[config.mk]
export PLATFORM = sky130hd
export DESIGN_NAME = la_rrarb_flat
export DESIGN_NICKNAME = d
export VERILOG_FILES = /design/src/rtl/la_rrarb_if.sv /design/src/rtl/la_rrarb.sv /design/src/flat_wrapper.sv
export SDC_FILE = /design/constraint.sdc
export NUM_CORES = 1
export LEC_CHECK = 0
export BUFFER_PORTS_ARGS = -buffer_cell sky130_fd_sc_hd__buf_2
export CORE_ASPECT_RATIO = 1.1
export CORE_UTILIZATION = 25
export DETAILED_ROUTE_END_ITERATION = 12
export GPL_TIMING_DRIVEN = 1
export SLEW_MARGIN = 20
export SYNTH_ARGS = -nofsm -noshare
export SYNTH_HDL_FRONTEND = slang
export SYNTH_SLANG_ARGS = --single-unit
export TNS_END_PERCENT = 30
[constraint.sdc]
create_clock -name clk -period 3.3 [get_ports clk]
set_input_delay 0.33 -clock clk [delete_from_list [all_inputs] [get_ports clk]]
set_output_delay 0.33 -clock clk [all_outputs]
set_load 0.01 [all_outputs]
[src/rtl/la_rrarb_if.sv]
// Request/grant bundle for la_rrarb: the requester side drives master, the arbiter uses slave.
interface la_rrarb_if #(
   parameter int unsigned N = 4
) ();
   localparam int unsigned IdW = (N > 1) ? $clog2(N) : 1;

   logic           en;
   logic [N-1:0]   req;
   logic [N-1:0]   mask;
   logic           lock;
   logic [N-1:0]   gnt;
   logic           gnt_valid;
   logic [IdW-1:0] gnt_id;

   modport master (
      output en, req, mask, lock,
      input  gnt, gnt_valid, gnt_id
   );

   modport slave (
      input  en, req, mask, lock,
      output gnt, gnt_valid, gnt_id
   );
endinterface

[src/rtl/la_rrarb.sv]
// Round-robin arbiter with registered, sticky, one-hot grants and a per-holder burst limit.
// Handover happens on the releasing edge, so the grant never bubbles through idle.
module la_rrarb #(
   parameter int unsigned N       = 4,
   parameter int unsigned MAXHOLD = 8,
   parameter string       PROP    = "DEFAULT"
) (
   input logic       clk,
   input logic       nreset,
   la_rrarb_if.slave bus
);
   localparam int unsigned     IdW    = (N > 1) ? $clog2(N) : 1;
   localparam int unsigned     CntW   = (MAXHOLD == 0) ? 8 : $clog2(MAXHOLD + 1);
   localparam logic [CntW-1:0] CntMax = (MAXHOLD == 0) ? '1 : CntW'(MAXHOLD);

   typedef enum logic {StIdle, StGrant} state_e;

   state_e          state_q, state_d;
   logic [N-1:0]    gnt_q, gnt_d;
   logic [IdW-1:0]  id_q, id_d;
   logic [IdW-1:0]  ptr_q, ptr_d;
   logic [CntW-1:0] cnt_q, cnt_d;

   logic [N-1:0]    qreq;
   logic [IdW-1:0]  ptr_rel;
   logic [IdW:0]    win_idle, win_rel;
   logic            rel;

   // Cyclic first-set search from start; MSB of the result flags a hit.
   function automatic logic [IdW:0] pick(input logic [N-1:0] q, input logic [IdW-1:0] start);
      logic [IdW:0] res;
      int unsigned  idx;
      res = '0;
      for (int i = N - 1; i >= 0; i--) begin
         idx = (32'(start) + 32'(i)) % N;
         if (q[idx]) res = {1'b1, idx[IdW-1:0]};
      end
      return res;
   endfunction

   always_comb begin
      qreq     = bus.req & ~bus.mask;
      ptr_rel  = (id_q == IdW'(N - 1)) ? '0 : id_q + 1'b1;
      win_idle = pick(qreq, ptr_q);
      win_rel  = pick(qreq, ptr_rel);
      rel      = !qreq[id_q]
               || ((MAXHOLD != 0) && (cnt_q == CntMax) && !bus.lock)
               || (!bus.en && !bus.lock);
   end

   always_comb begin
      state_d = state_q;
      gnt_d   = gnt_q;
      id_d    = id_q;
      ptr_d   = ptr_q;
      cnt_d   = cnt_q;
      unique case (state_q)
         StIdle: begin
            if (bus.en && win_idle[IdW]) begin
               state_d                = StGrant;
               id_d                   = win_idle[IdW-1:0];
               gnt_d                  = '0;
               gnt_d[win_idle[IdW-1:0]] = 1'b1;
               cnt_d                  = CntW'(1);
            end
         end
         StGrant: begin
            if (rel) begin
               ptr_d = ptr_rel;
               // Searching from holder+1 leaves the old holder last, so it re-wins only alone.
               if (bus.en && win_rel[IdW]) begin
                  id_d                    = win_rel[IdW-1:0];
                  gnt_d                   = '0;
                  gnt_d[win_rel[IdW-1:0]] = 1'b1;
                  cnt_d                   = CntW'(1);
               end else begin
                  state_d = StIdle;
                  id_d    = '0;
                  gnt_d   = '0;
                  cnt_d   = '0;
               end
            end else if (cnt_q != CntMax) begin
               cnt_d = cnt_q + 1'b1;
            end
         end
         default: begin
            state_d = StIdle;
            gnt_d   = '0;
            id_d    = '0;
            cnt_d   = '0;
         end
      endcase
   end

   always_ff @(posedge clk or negedge nreset) begin
      if (!nreset) begin
         state_q <= StIdle;
         gnt_q   <= '0;
         id_q    <= '0;
         ptr_q   <= '0;
         cnt_q   <= '0;
      end else begin
         state_q <= state_d;
         gnt_q   <= gnt_d;
         id_q    <= id_d;
         ptr_q   <= ptr_d;
         cnt_q   <= cnt_d;
      end
   end

   assign bus.gnt       = gnt_q;
   assign bus.gnt_valid = |gnt_q;
   assign bus.gnt_id    = id_q;
endmodule

[src/flat_wrapper.sv]
// flat-port wrapper written by rule: the top's interface ports become plain ports
module la_rrarb_flat 
#(
   parameter int unsigned N       = 4,
   parameter int unsigned MAXHOLD = 8,
   parameter string       PROP    = "       "
)
  (clk, nreset, bus_en, bus_req, bus_mask, bus_lock, bus_gnt, bus_gnt_valid, bus_gnt_id);
  la_rrarb_if #(.N(N)) bus_i ();
  input logic clk;
  input logic nreset;
  input wire logic [$bits(bus_i.en)-1:0] bus_en;
  input wire logic [$bits(bus_i.req)-1:0] bus_req;
  input wire logic [$bits(bus_i.mask)-1:0] bus_mask;
  input wire logic [$bits(bus_i.lock)-1:0] bus_lock;
  output wire logic [$bits(bus_i.gnt)-1:0] bus_gnt;
  output wire logic [$bits(bus_i.gnt_valid)-1:0] bus_gnt_valid;
  output wire logic [$bits(bus_i.gnt_id)-1:0] bus_gnt_id;
  assign bus_i.en = bus_en;
  assign bus_i.req = bus_req;
  assign bus_i.mask = bus_mask;
  assign bus_i.lock = bus_lock;
  assign bus_gnt = bus_i.gnt;
  assign bus_gnt_valid = bus_i.gnt_valid;
  assign bus_gnt_id = bus_i.gnt_id;
  la_rrarb #(.N(N), .MAXHOLD(MAXHOLD), .PROP(PROP)) u_core (.clk(clk), .nreset(nreset), .bus(bus_i));
endmodule
==> flow_summary.yaml, run 1 <==
min_path:
  hp-class: "input pin to async pin"
placed_design:
  dpl_cell_area_um2: 1110
  dp_hpwl_um: 1770
  port_buffers: 18
  gp_congestion: 0.824
setup_path:
  cp-end-kind: "flop"
  critPathKind: "flop to flop"
  cp_cell_sequence: "ha_1, or2_2, a221oi_1, o22ai_1, a32o_1, mux2_1"
  reg2reg_setup_slack_ns: 1.20
  cp_data_arrival_time_ns: 2.21
  worstPathBufferInverterCount: 0
  cp_slowest_cell: "dfrtp_1"
  critPathMaxFanout: 5
  cp-start-kind: "flop"
  critical-path-max-stage-delay_ns: 0.41
  cp_top_family: "compound AO/OA/AOI/OAI gates"
  crit_required_ns: 3.42
clock_tree:
  clockBufferDepth: 2
  cts_sinks: 13
  ctsResizeCount: 0
  postCtsSetupRepairBufs: 0
  clk_pin_slew_worst_paths_ns: 0.05
  cts_tree: "built"
  htreeDepth: 1
  root_buffer: "clkbuf_8"
  cts_buffers: 3
  clk_latency_ns: 0.24
  postCtsHoldBufs: 1
logic_synthesis:
  synth_edf_count: 0
  yosysWarnings: 0
  ys_async_sr_fraction: 1.00
  synth_cells: 95
  synth_cell_type_count: 44
  avgSynthCellArea_um2: 10.1
  syn_nets: 110
  ys.flop_type: "dfrtp_1"
  yosys_register_bits: 13
  synth_area_um2: 960
  yosysSeqAreaShare: 0.339
sta:
  fin_crit_sh: 0.636
  max_freq_ghz: 0.477
  maxSlewHeadroom: 0.716
  finalSetupViolations: 0
  min_period_ns: 2.10
  rsz0062_at_grt: "no"
  slew_viol_final: 0
  setup-tns-final_ns: 0
  worst_pin_slew_ns: 0.426
  skew_ns: 0.00654
  whs_ns: 0.503
  hold_violations: 0
global_route:
  grt_pass1_wl_um: 3760
  grt_max_degree: 14
  grt_pass1_vias: 851
  track_usage: 0.125
  grt-ovfl-total: 0
  antenna_found_initial: 0
route:
  first_iter_violations: 34
  via_per_inst: 5.24
  met2_length_um: 1100
  drc: 0
  met1_length_um: 998
  wl_per_cell_um: 13.6
  wl_um: 2270
  vias: 875
  met3_length_um: 115
  dr.pass1.iters: 4
  ant_nets: 0
  maxUsedRoutingLayer: "met4"
final_layout:
  final_net_count: 133
  final_util: 0.318
  finalInstanceArea_um2: 1160
  insertedDiodeCount: 0
  layout_common_cells: "buf_2, dfrtp_1, inv_1"
  drive_gt1_frac: 0.316
  area_growth_pct: 21.3
  final_common_cell: "buf_2"
die:
  fp.coreArea_um2: 3650
  die_width_um: 61.1
  num_io_pins: 19
  start_util: 0.263
  die_area_um2: 4090
  die_h_um: 67.0
  rows: 23
flow_run:
  drv_cap: 0
pwr:
  p_per_area_nw_per_um2: 555
  ir_worst_vdd_v: 0.000278
  p_leak_nw: 0.526
status:
  status: "complete, no violations"
-- cells by family after synthesis --
family,count (synthesis),synth area share
compound gates,28,0.220
mux,9,0.115
flops,13,0.339
simple gates,35,0.259
buf+inv,7,0.0274
fa+ha+maj,3,0.0391
-- cells in the mapped netlist, types with 2 or more instances --
library cell	number	area share
nand4_1	2	0.013
ha_1	3	0.039
a2bb2oi_1	2	0.018
nor2b_1	2	0.013
o21ai_0	5	0.026
o32ai_1	2	0.018
or2_2	2	0.013
nor2_1	4	0.016
nand2b_4	3	0.043
o22ai_1	2	0.013
a21oi_1	4	0.021
nand2_1	4	0.016
nand3_1	5	0.026
mux2_1	5	0.059
a32o_1	2	0.021
mux2i_1	2	0.021
inv_1	6	0.023
o221a_2	2	0.023
dfrtp_1	13	0.34
-- per-stage QoR --
step | total power (W) | setup slack, ns | instances
final | 0.000645 | 1.20 | 167
after global routing | 0.000693 | 1.06 | 167
after CTS | 0.000649 | 1.21 | 167
after floorplan | 0.000422 | 1.29 | 95
after global placement | 0.000499 | 1.18 | 162
after detailed placement | 0.000507 | 1.15 | 162
-- where the power goes --
part	leakage, nW	internal [W]	switching (W)
sequential	0.168	0.000198	0.0000445
combinational	0.335	0.000127	0.000138
clock	0.0228	0.0000850	0.0000527
total	0.526	0.000411	0.000235
-- state kept, by name, summed over array words and instances (netlist names) --
signal / count
u_core.bus.gnt: 4
u_core.state_q: 1
u_core.cnt_q: 4
u_core.ptr_q: 2
u_core.bus.gnt_id: 2
-- final timing paths --
check	startpoint	end	cells past startpoint
min in group clk	u_core.cnt_q[2]	u_core.cnt_q[2]	1
setup reg to reg	u_core.bus.gnt_id[0]	u_core.bus.gnt[0]	6
max in group asynchronous	nreset	u_core.bus.gnt[1]	2
setup / recovery	u_core.bus.gnt_id[0]	u_core.bus.gnt[0]	6
hold / removal	nreset	u_core.cnt_q[2]	2
hold reg to reg	u_core.cnt_q[2]	u_core.cnt_q[2]	1
-- cell type report --
| type | instances | area [um2] |
|---|---|---|
| flip-flops and latches | 13 | 325 |
| inverters | 6 | 22.5 |
| multi-input cells | 75 | 608 |
| well taps | 50 | 62.6 |
| fillers | 383 | 2490 |
| repair buffers | 19 | 100 |
| clock buffers | 4 | 45.0 |
-- metal layers --
| metal | track usage | vias up |
|---|---|---|
| li1 | - | 416 |
| met1 | 0.142 | 419 |
| met2 | 0.213 | 31 |
| met3 | 0.0252 | 9 |
| met4 | 0.0682 | 0 |
| met5 | 0 | - |
(Power assumes the default switching activity.)
==> inputs of run 2 (changes only) <==
- clock period: 3.3 -> 2.1 ns (I/O delays scaled with it)
==> flow_summary.yaml, run 2 (same netlist as run 1, synthesis figures left out) <==
clock_tree:
  root_buffer: "clkbuf_8"
  cts_sinks: 13
  postCtsSetupRepairBufs: 0
  cts_buffers: 3
  clk_latency_ns: 0.24
  htreeDepth: 1
  clockBufferDepth: 2
  clk_pin_slew_worst_paths_ns: 0.05
  cts_tree: "built"
final_layout:
  finalNonFillerCells: 172
  drive_gt1_frac: 0.369
  layout_common_cells: "buf_2, dfrtp_1, inv_1"
  area_growth_pct: 27.1
  insertedDiodeCount: 0
  final_net_count: 138
  nFillCells: 378
  final_common_cell: "buf_2"
  multi_input_area_um2: 627
  seqCellArea_um2: 325
route:
  drc: 0
  vias: 874
  wl_per_cell_um: 13.7
  first_iter_violations: 27
  via_per_inst: 5.08
  ant_nets: 0
  dr.pass1.iters: 4
  wl_um: 2350
pwr:
  ir_worst_vdd_v: 0.000400
  p_per_area_nw_per_um2: 882
  p_leak_nw: 0.557
  total_power_w: 0.00108
min_path:
  hp-class: "input pin to async pin"
sta:
  slew_viol_final: 0
  setup-tns-final_ns: 0
  max_freq_ghz: 0.496
  maxSlewHeadroom: 0.702
  rsz0062_at_grt: "yes"
  min_period_ns: 2.01
  finalSetupViolations: 0
  hold_violations: 0
  whs_ns: 0.386
  worst_pin_slew_ns: 0.443
  skew_ns: 0.00213
  fin_crit_sh: 0.959
die:
  num_io_pins: 19
  die_area_um2: 4090
  die_h_um: 67.0
  die_width_um: 61.1
  start_util: 0.263
  fp.coreArea_um2: 3650
  rows: 23
placed_design:
  port_buffers: 18
  dp_hpwl_um: 1840
  place_inst: 167
  gp_congestion: 0.832
status:
  status: "complete, no violations"
global_route:
  grt-ovfl-total: 0
  grt_pass1_wl_um: 3910
  grt_pass1_vias: 930
  grt_max_degree: 14
  track_usage: 0.131
  antenna_found_initial: 0
setup_path:
  cp_data_arrival_time_ns: 2.14
  critPathKind: "flop to flop"
  crit_required_ns: 2.22
  cp-end-kind: "flop"
  cp-start-kind: "flop"
  critPathMaxFanout: 4
flow_run:
  drv_cap: 0
## run 2: through the flow
stage,setup slack [ns],utilization,cell area (um2)
floorplan,0.0874,-,960
global placement,0.0870,0.314,1150
detailed placement,0.0726,0.314,1150
CTS,0.0666,0.329,1200
global route,-0.0137,0.334,1220
finish,0.0853,0.334,1220
## run 2: area by class of cell
cell class              instances  area share
multi-input cells              75       0.514
flip-flops and latches         13       0.267
repair buffers                 24       0.113
well taps                      50      0.0513
clock buffers                   4      0.0369
inverters                       6      0.0185
## run 2: per-layer routing
layer | vias up | GRT usage | share of wire
li1 | 423 | - | -
met2 | 27 | 0.236 | 0.51
met3 | 10 | 0.0155 | 0.040
met1 | 414 | 0.139 | 0.42
met4 | 0 | 0.0852 | 0.032
met5 | - | 0 | 0
## run 2: final timing paths
| kind | startpoint | to | slack, ns | depth (start not counted) |
|---|---|---|---|---|
| worst max-delay path | u_core.ptr_q[0] | u_core.bus.gnt[3] | 0.09 | 5 |
| worst min-delay path | nreset | u_core.cnt_q[2] | 0.39 | 2 |
| worst max register to register | u_core.ptr_q[0] | u_core.bus.gnt[3] | 0.09 | 5 |
| worst min register to register | u_core.bus.gnt[3] | u_core.bus.gnt[3] | 0.50 | 1 |
| max in group asynchronous | nreset | u_core.cnt_q[1] | 1.48 | 2 |
| min in group clk | bus_en | u_core.bus.gnt_id[0] | 0.48 | 3 |
## run 2: worst max-delay path, stage by stage (launching register included)
cell and delay, ns:
dfrtp_1 0.42, or4b_2 0.67, o221a_2 0.16, o21ai_0 0.15, o32ai_1 0.18, mux2_1 0.32
## run 2: repair_timing
action	CTS	global route
hold buffers	1	0
setup endpoints to repair	0	3
resized for setup	0	3
hold endpoints to repair	13	0
## run 2: power breakdown
group,switching (W),total [W],internal (W)
registers,0.0000582,0.000370,0.000312
clock network,0.0000845,0.000218,0.000134
logic,0.000251,0.000488,0.000237
